===== src/rtl/ram_wr_arb_pkg.sv =====
// ram_wr_arb_pkg -- shared types for the RAM write arbiter.
//   state_e     : arbiter FSM state (SCRUB clears the RAM, ARB serves requesters)
//   req_idx_e   : requester index, used for the round-robin "last granted" pointer
//   RESET_STATE : state entered on reset; SCRUB only when RAM_WR_ARB_SCRUB_EN is defined
package ram_wr_arb_pkg;

  typedef enum logic {
    SCRUB = 1'b0,
    ARB   = 1'b1
  } state_e;

  typedef enum logic {
    REQ0 = 1'b0,
    REQ1 = 1'b1
  } req_idx_e;

`ifdef RAM_WR_ARB_SCRUB_EN
  localparam state_e RESET_STATE = SCRUB;
`else
  localparam state_e RESET_STATE = ARB;
`endif

endpackage


===== src/rtl/ram_wr_arb_rr_arb2.sv =====
// rr_arb2 -- two-way round-robin grant, purely combinational.
//   valid_i [1:0] : request valids (bit n = requester n)
//   last_i        : requester granted most recently
//   grant_o [1:0] : one-hot grant (all zero when nothing is valid)
// A sole valid always wins; on a tie the requester not granted last wins.
module rr_arb2
  import ram_wr_arb_pkg::*;
(
  input  logic [1:0] valid_i,
  input  req_idx_e   last_i,
  output logic [1:0] grant_o
);

  always_comb begin
    grant_o = valid_i;
    if (valid_i == 2'b11) begin
      grant_o = (last_i == REQ1) ? 2'b01 : 2'b10;
    end
  end

endmodule


===== src/rtl/ram_wr_arb.sv =====
// ram_wr_arb -- arbitrates two write requesters onto one RAM write port, with
// an optional post-reset scrub that fills every entry with fill_p.
//   clk_i, reset_i              : clock, synchronous active-high reset
//   reqN_valid_i/addr_i/data_i  : requester N write request (N = 0, 1)
//   reqN_ready_o                : requester N accepted this cycle (combinational)
//   ram_wr_valid_o/addr_o/data_o: registered RAM write port, one cycle after handshake
//   busy_o                      : high while scrubbing; requesters are blocked
// Build option: define RAM_WR_ARB_SCRUB_EN to include the SCRUB state, the address
// counter and the fill path. Without it the block is a plain arbiter and busy_o is 0.
module ram_wr_arb
  import ram_wr_arb_pkg::*;
#(
  parameter int unsigned           width_p   = 8,
  parameter int unsigned           depth_p   = 8,
  parameter logic [width_p-1:0]    fill_p    = '0,
  localparam int unsigned          addr_w_lp = (depth_p > 1) ? $clog2(depth_p) : 1
) (
  input  logic                 clk_i,
  input  logic                 reset_i,
  input  logic                 req0_valid_i,
  input  logic [addr_w_lp-1:0] req0_addr_i,
  input  logic [width_p-1:0]   req0_data_i,
  output logic                 req0_ready_o,
  input  logic                 req1_valid_i,
  input  logic [addr_w_lp-1:0] req1_addr_i,
  input  logic [width_p-1:0]   req1_data_i,
  output logic                 req1_ready_o,
  output logic                 ram_wr_valid_o,
  output logic [addr_w_lp-1:0] ram_wr_addr_o,
  output logic [width_p-1:0]   ram_wr_data_o,
  output logic                 busy_o
);

  state_e                 state_q, state_d;
  req_idx_e               last_q, last_d;
  logic                   wr_valid_q, wr_valid_d;
  logic [addr_w_lp-1:0]   wr_addr_q, wr_addr_d;
  logic [width_p-1:0]     wr_data_q, wr_data_d;

  logic                   arb_en;
  logic [1:0]             req_valid;
  logic [1:0]             grant;

  // Readies must be low during reset and outside ARB, so mask the valids
  // before they reach the arbiter rather than masking the grant afterwards.
  assign arb_en    = (state_q == ARB) && !reset_i;
  assign req_valid = {req1_valid_i, req0_valid_i} & {2{arb_en}};

  rr_arb2 u_rr_arb2 (
    .valid_i (req_valid),
    .last_i  (last_q),
    .grant_o (grant)
  );

  assign req0_ready_o = grant[0];
  assign req1_ready_o = grant[1];

`ifdef RAM_WR_ARB_SCRUB_EN
  localparam logic [addr_w_lp-1:0] last_addr_lp = addr_w_lp'(depth_p - 1);
  logic [addr_w_lp-1:0] count_q, count_d;
  assign busy_o = (state_q == SCRUB);
`else
  logic unused_fill;
  assign unused_fill = ^fill_p;
  assign busy_o      = 1'b0;
`endif

  always_comb begin
    state_d    = state_q;
    last_d     = last_q;
    wr_valid_d = 1'b0;
    wr_addr_d  = wr_addr_q;
    wr_data_d  = wr_data_q;
`ifdef RAM_WR_ARB_SCRUB_EN
    count_d    = count_q;
`endif
    case (state_q)
      ARB: begin
        // Pointer moves only on an actual grant; idle cycles keep it.
        if (grant[0]) begin
          wr_valid_d = 1'b1;
          wr_addr_d  = req0_addr_i;
          wr_data_d  = req0_data_i;
          last_d     = REQ0;
        end else if (grant[1]) begin
          wr_valid_d = 1'b1;
          wr_addr_d  = req1_addr_i;
          wr_data_d  = req1_data_i;
          last_d     = REQ1;
        end
      end
`ifdef RAM_WR_ARB_SCRUB_EN
      SCRUB: begin
        wr_valid_d = 1'b1;
        wr_addr_d  = count_q;
        wr_data_d  = fill_p;
        // Compare against depth_p-1 instead of relying on wrap so a
        // non-power-of-two depth stops exactly at the last entry.
        if (count_q == last_addr_lp) begin
          count_d = '0;
          state_d = ARB;
        end else begin
          count_d = count_q + addr_w_lp'(1);
        end
      end
`endif
      default: state_d = ARB;
    endcase
  end

  always_ff @(posedge clk_i) begin
    if (reset_i) begin
      state_q    <= RESET_STATE;
      last_q     <= REQ1;
      wr_valid_q <= 1'b0;
      wr_addr_q  <= '0;
      wr_data_q  <= '0;
`ifdef RAM_WR_ARB_SCRUB_EN
      count_q    <= '0;
`endif
    end else begin
      state_q    <= state_d;
      last_q     <= last_d;
      wr_valid_q <= wr_valid_d;
      wr_addr_q  <= wr_addr_d;
      wr_data_q  <= wr_data_d;
`ifdef RAM_WR_ARB_SCRUB_EN
      count_q    <= count_d;
`endif
    end
  end

  assign ram_wr_valid_o = wr_valid_q;
  assign ram_wr_addr_o  = wr_addr_q;
  assign ram_wr_data_o  = wr_data_q;

endmodule

===== config.mk =====
export PLATFORM = sky130hd
export DESIGN_NAME = ram_wr_arb
export DESIGN_NICKNAME = d
export VERILOG_FILES = /design/src/rtl/ram_wr_arb_pkg.sv /design/src/rtl/ram_wr_arb_rr_arb2.sv /design/src/rtl/ram_wr_arb.sv
export SDC_FILE = /design/constraint.sdc
export NUM_CORES = 1
export LEC_CHECK = 0
export CAP_MARGIN = 20
export CORE_MARGIN = 2
export CORE_UTILIZATION = 36
export DETAILED_ROUTE_END_ITERATION = 6
export PLACE_DENSITY = 0.81
export SLEW_MARGIN = 10
export SYNTH_ARGS = -nofsm -noshare
export SYNTH_HDL_FRONTEND = slang
export SYNTH_SLANG_ARGS = --single-unit

===== constraint.sdc =====
create_clock -name clk_i -period 1.99 [get_ports clk_i]
set_input_delay 0.2985 -clock clk_i [delete_from_list [all_inputs] [get_ports clk_i]]
set_output_delay 0.2985 -clock clk_i [all_outputs]
set_load 0.05 [all_outputs]

==> results of run 1 <==
==> area by class of cell <==
type | instances | area [sq um] | area share
Timing Repair Buffer | 42 | 430 | 0.411
Clock buffer | 4 | 26.3 | 0.0251
Sequential cell | 13 | 260 | 0.249
Tap cell | 16 | 20.0 | 0.0191
Inverter | 13 | 48.8 | 0.0467
Multi-Input combinational cell | 31 | 260 | 0.249
==> registers in the layout (all words and copies together), names as in the netlist <==
name and cells:
ram_wr_addr_o 3, ram_wr_data_o 8, last_q 1, ram_wr_valid_o 1
==> metal layers <==
metal	global-route usage	up-vias
met5	0	-
met4	0.0824	0
met3	0.0640	2
met2	0.326	24
met1	0.228	300
li1	-	321
==> power by group <==
part           total (W)  internal (W)  switching, W
Clock           0.000167     0.0000778     0.0000893
Combinational   0.000235      0.000107      0.000127
Sequential      0.000297      0.000281     0.0000159
Total           0.000699      0.000466      0.000233
==> cell families after synthesis <==
group / count (synthesis)
flops: 13
simple gates: 6
other cells: 1
compound gates: 24
buf+inv: 20
==> worst paths after layout <==
path / end / slack (ns) / depth (start not counted)
min: ram_wr_data_o[1] / 0.50 / 1
min reg2reg: ram_wr_data_o[1] / 0.50 / 1
max reg2reg: ram_wr_data_o[5] / 0.69 / 2
max: req0_ready_o / 0.24 / 4
==> through the flow <==
stage               cells  total power, W  instance area [sq um]   util  setup TNS [ns]
floorplan              64        0.000428                    607      -               0
global placement      114        0.000533                   1010  0.658          -0.836
detailed placement    114        0.000537                   1010  0.658          -0.910
finish                119        0.000699                   1050  0.679               0
global route          119        0.000723                   1050  0.679               0
CTS                   118        0.000702                   1040  0.675               0
==> placed cells by master, fill, tap and decap left out <==
cell type,Yosys,routed
a2111oi_0,11,11
a221o_1,11,11
and3_2,1,1
buf_12,0,2
buf_4,1,2
clkbuf_1,5,1
clkbuf_2,0,1
clkbuf_4,0,3
clkdlybuf4s50_1,0,37
conb_1,1,1
dfxtp_1,13,13
inv_1,12,12
inv_2,1,1
nand2_1,2,2
nor2_1,2,2
nor3_1,1,1
o211a_4,1,1
o21ai_0,1,1
==> impl_metrics.json, run 1 <==
{
  "first_global_vias": 666,
  "tightest_slew_ns": 0.664,
  "ys_top_cells_by_area": "dfxtp_1, a221o_1, a2111oi_0, inv_1, clkbuf_1",
  "pre_cts_slack_ns": -0.101,
  "port_buffers": 39,
  "h-tree-depth": 1,
  "rsz0062_at_grt": "false",
  "yosysWarnings": 0,
  "fillCellCount": 134,
  "crit_type": "primary input to output port",
  "finalSetupViolCount": 0,
  "hold_violations": 0,
  "ys_async_sr_fraction": 0,
  "num_vias": 647,
  "critPathBufInv": 3,
  "clk_path_buf_depth": 2,
  "antenna_found_initial": 0,
  "die_w_um": 45.1,
  "worst_slack_ns": 0.236,
  "hold_start": "ram_wr_data_o[1]",
  "ctsResizeCount": 0,
  "drcViolationCount": 0,
  "syn_inst": 64,
  "p_per_area_mw_per_mm2": 668,
  "critical_path.top_delay_family": "buffers and inverters",
  "status": "completed",
  "grt_max_degree": 15,
  "met2_length_um": 928,
  "grt_overflow": 0,
  "areaGrowthSynthToFinish_pct": 72.4,
  "finalClockSkew_ns": 0.00640,
  "syn_area_sq_um": 607,
  "synth_largest_area_cell": "dfxtp_1",
  "cts_made_buffers": 3,
  "ir_drop_uv": 432,
  "cp.required_ns": 1.69,
  "dieArea_sq_mm": 0.00203,
  "yosysMostFrequentCell": "dfxtp_1",
  "hold_buffers": 0,
  "hold-worst-slack_ns": 0.496,
  "fin_crit_sh": 0.881,
  "dpl.hpwl_um": 1340,
  "ys_ff_latch": 13,
  "wl_met1_um": 753,
  "slowest_delay_ns": 0.55,
  "synth_top_family_by_area": "compound AO/OA/AOI/OAI gates",
  "cp_data_arrival_time_ns": 1.46,
  "startpoint": "req1_valid_i",
  "nNetsFinal": 130,
  "first_pass_iters": 4,
  "yosys.area_share.xor_xnor": 0,
  "grt_first_pass_wirelength_um": 2820,
  "drt-initial-drc-count": 6,
  "hp-class": "register to register",
  "drv_slew": 0,
  "fmax_mhz": 570,
  "dr_wl_met3_um": 84,
  "synthesis.nets": 90,
  "core_area_sq_mm": 0.00154,
  "critPathSlowestCell": "clkdlybuf4s50_1",
  "root_buffer": "clkbuf_4",
  "synthAdderAreaFrac": 0,
  "cts.sink_count": 13,
  "crit_fanout": 12,
  "path_cells": "clkdlybuf4s50_1, inv_2, o211a_4, buf_12",
  "drive_above_1_share": 0.107,
  "ys.flop_type": "dfxtp_1",
  "finalCriticalPeriod_ns": 1.75,
  "cp-end-kind": "output port",
  "start_kind": "primary input",
  "grtUsageTotal": 0.195,
  "place_congestion": 0.751,
  "routedWlPerCell_um": 14.9,
  "io_pins": 41,
  "ys_top_cells_by_count": "dfxtp_1, inv_1, a2111oi_0, a221o_1, clkbuf_1",
  "synth_mux_area_frac": 0,
  "antenna_cells": 0,
  "synth_compound_area_frac": 0.377,
  "drtAntennaViolNets": 0,
  "synth_enable_flop_cells": 0,
  "rows": 14,
  "clk_pin_slew_ns": 0.08,
  "maxCapViolCount": 0,
  "yosysSeqAreaShare": 0.429,
  "syn_avg_cell_area_sq_um": 9.48,
  "highest_layer": "met4",
  "slew_headroom": 0.554,
  "post_cts_buffers": 0,
  "cts_tree": "done",
  "fp.dieH_um": 45.1,
  "clk_latency_ns": 0.28,
  "totalWireLength_um": 1780,
  "synthSimpleGateAreaFrac": 0.0454,
  "synth_top_area_share": 0.429,
  "reg2reg_from": "last_q",
  "routed_via_density": 5.44,
  "ys_types": 15,
  "start_util": 0.394,
  "cellLeakagePower_nw": 0.429
}
Power figures use the tool's default switching activity.
==> run 2, diff against run 1 <==
RECOVER_POWER = 50   (was default)
==> run 2 against run 1 <==
Compared with the run above:
- global-route usage did not move
- fmax fell by 4.1%
- worst hold slack got worse by 0.00075 ns
- clock-buffer cell count did not move
- largest cell class unchanged
- largest power group unchanged
==> impl_metrics.json, run 2 (synthesized netlist as in run 1, its figures left out) <==
{
  "dpl.hpwl_um": 1340,
  "routed_via_density": 5.47,
  "start_kind": "primary input",
  "rsz0062_at_grt": "false",
  "cellLeakagePower_nw": 0.427,
  "cp.required_ns": 1.69,
  "final_common_cell": "clkdlybuf4s50_1",
  "cts_made_buffers": 3,
  "hp-class": "register to register",
  "post_cts_buffers": 0,
  "tightest_slew_ns": 0.661,
  "clk_latency_ns": 0.28,
  "worst_slack_ns": 0.162,
  "hold-worst-slack_ns": 0.495,
  "p_per_area_mw_per_mm2": 668,
  "grtUsageTotal": 0.195,
  "p_total_w": 0.000698,
  "fin_util": 0.678,
  "finalSetupViolCount": 0,
  "r2r_slack_ns": 0.69,
  "slew_headroom": 0.556,
  "drt-initial-drc-count": 6,
  "drtAntennaViolNets": 0,
  "port_buffers": 39,
  "first_global_vias": 666,
  "cp-end-kind": "output port",
  "fmax_mhz": 547,
  "rows": 14,
  "status": "completed",
  "die_w_um": 45.1,
  "drive_above_1_share": 0.0971,
  "final_area_sq_mm": 0.00104,
  "clk_path_buf_depth": 2,
  "fp.dieH_um": 45.1,
  "start_util": 0.394,
  "dieArea_sq_mm": 0.00203,
  "io_pins": 41,
  "finalClockSkew_ns": 0.00644,
  "routedWlPerCell_um": 14.9,
  "num_vias": 651,
  "first_pass_iters": 4,
  "totalWireLength_um": 1780,
  "cts.sink_count": 13,
  "hold_buffers": 0,
  "drcViolationCount": 0,
  "finalCriticalPeriod_ns": 1.83,
  "placed_cell_area_sq_mm": 0.00101,
  "fin_crit_sh": 0.919,
  "antenna_found_initial": 0,
  "crit_fanout": 12,
  "grt_overflow": 0,
  "grt_max_degree": 15,
  "nNetsFinal": 130,
  "root_buffer": "clkbuf_4",
  "pre_cts_slack_ns": -0.101,
  "h-tree-depth": 1,
  "maxCapViolCount": 0,
  "grt_first_pass_wirelength_um": 2820,
  "cp_data_arrival_time_ns": 1.53,
  "clk_pin_slew_ns": 0.08,
  "ctsResizeCount": 0,
  "drv_slew": 0,
  "antenna_cells": 0,
  "largest_reg_flops": 8,
  "areaGrowthSynthToFinish_pct": 72.2,
  "cts_tree": "done",
  "place_congestion": 0.751,
  "core_area_sq_mm": 0.00154,
  "crit_type": "primary input to output port",
  "ir_drop_uv": 432,
  "hold_violations": 0,
  "layout_common_cells": "clkdlybuf4s50_1, dfxtp_1, inv_1"
}
-- run 2: cell types whose count changed in the layout (fill, tap and decap cells not counted) --
cell / before / now
clkdlybuf4s50_1: 37 / 35
dlygate4sd3_1: 0 / 2
clkbuf_1: 1 / 2
clkbuf_2: 1 / 0
-- run 2: worst paths after layout --
kind,start,endpoint,cells after the start
setup reg to reg,last_q,ram_wr_data_o[5],2
hold reg to reg,ram_wr_data_o[1],ram_wr_data_o[1],1
setup / recovery,req1_valid_i,req0_ready_o,4
hold / removal,ram_wr_data_o[1],ram_wr_data_o[1],1
-- run 2: metrics by stage --
step	std cells	setup TNS, ns
after global routing	119	0
final	119	0
after detailed placement	114	-0.910
after global placement	114	-0.836
after CTS	118	0
after floorplan	64	0
-- run 2: worst max-delay path: stages --
cell           delay [ns]
dlygate4sd3_1        0.60
inv_2                0.18
o211a_4              0.28
buf_12               0.16
-- run 2: power by group --
part,internal [W],switching [W],total [W]
sequential,0.000281,0.0000160,0.000297
combinational,0.000106,0.000127,0.000234
clock,0.0000778,0.0000893,0.000167
total,0.000466,0.000233,0.000698
-- run 2: area by class of cell --
| cell class | instances | area [sq um] |
|---|---|---|
| Fill cell | 135 | 497 |
| Timing Repair Buffer | 42 | 429 |
| Sequential cell | 13 | 260 |
| Multi-Input combinational cell | 31 | 260 |
| Inverter | 13 | 48.8 |
| Clock buffer | 4 | 26.3 |
| Tap cell | 16 | 20.0 |
-- run 2: per-layer routing --
metal | share of wire | global-route usage | vias to the layer above | wire, um
met5 | 0 | 0 | - | 0
met4 | 0.0056 | 0.0824 | 0 | 10
met3 | 0.050 | 0.0640 | 2 | 88
met2 | 0.52 | 0.326 | 26 | 927
met1 | 0.42 | 0.228 | 302 | 749
li1 | - | - | 321 | -
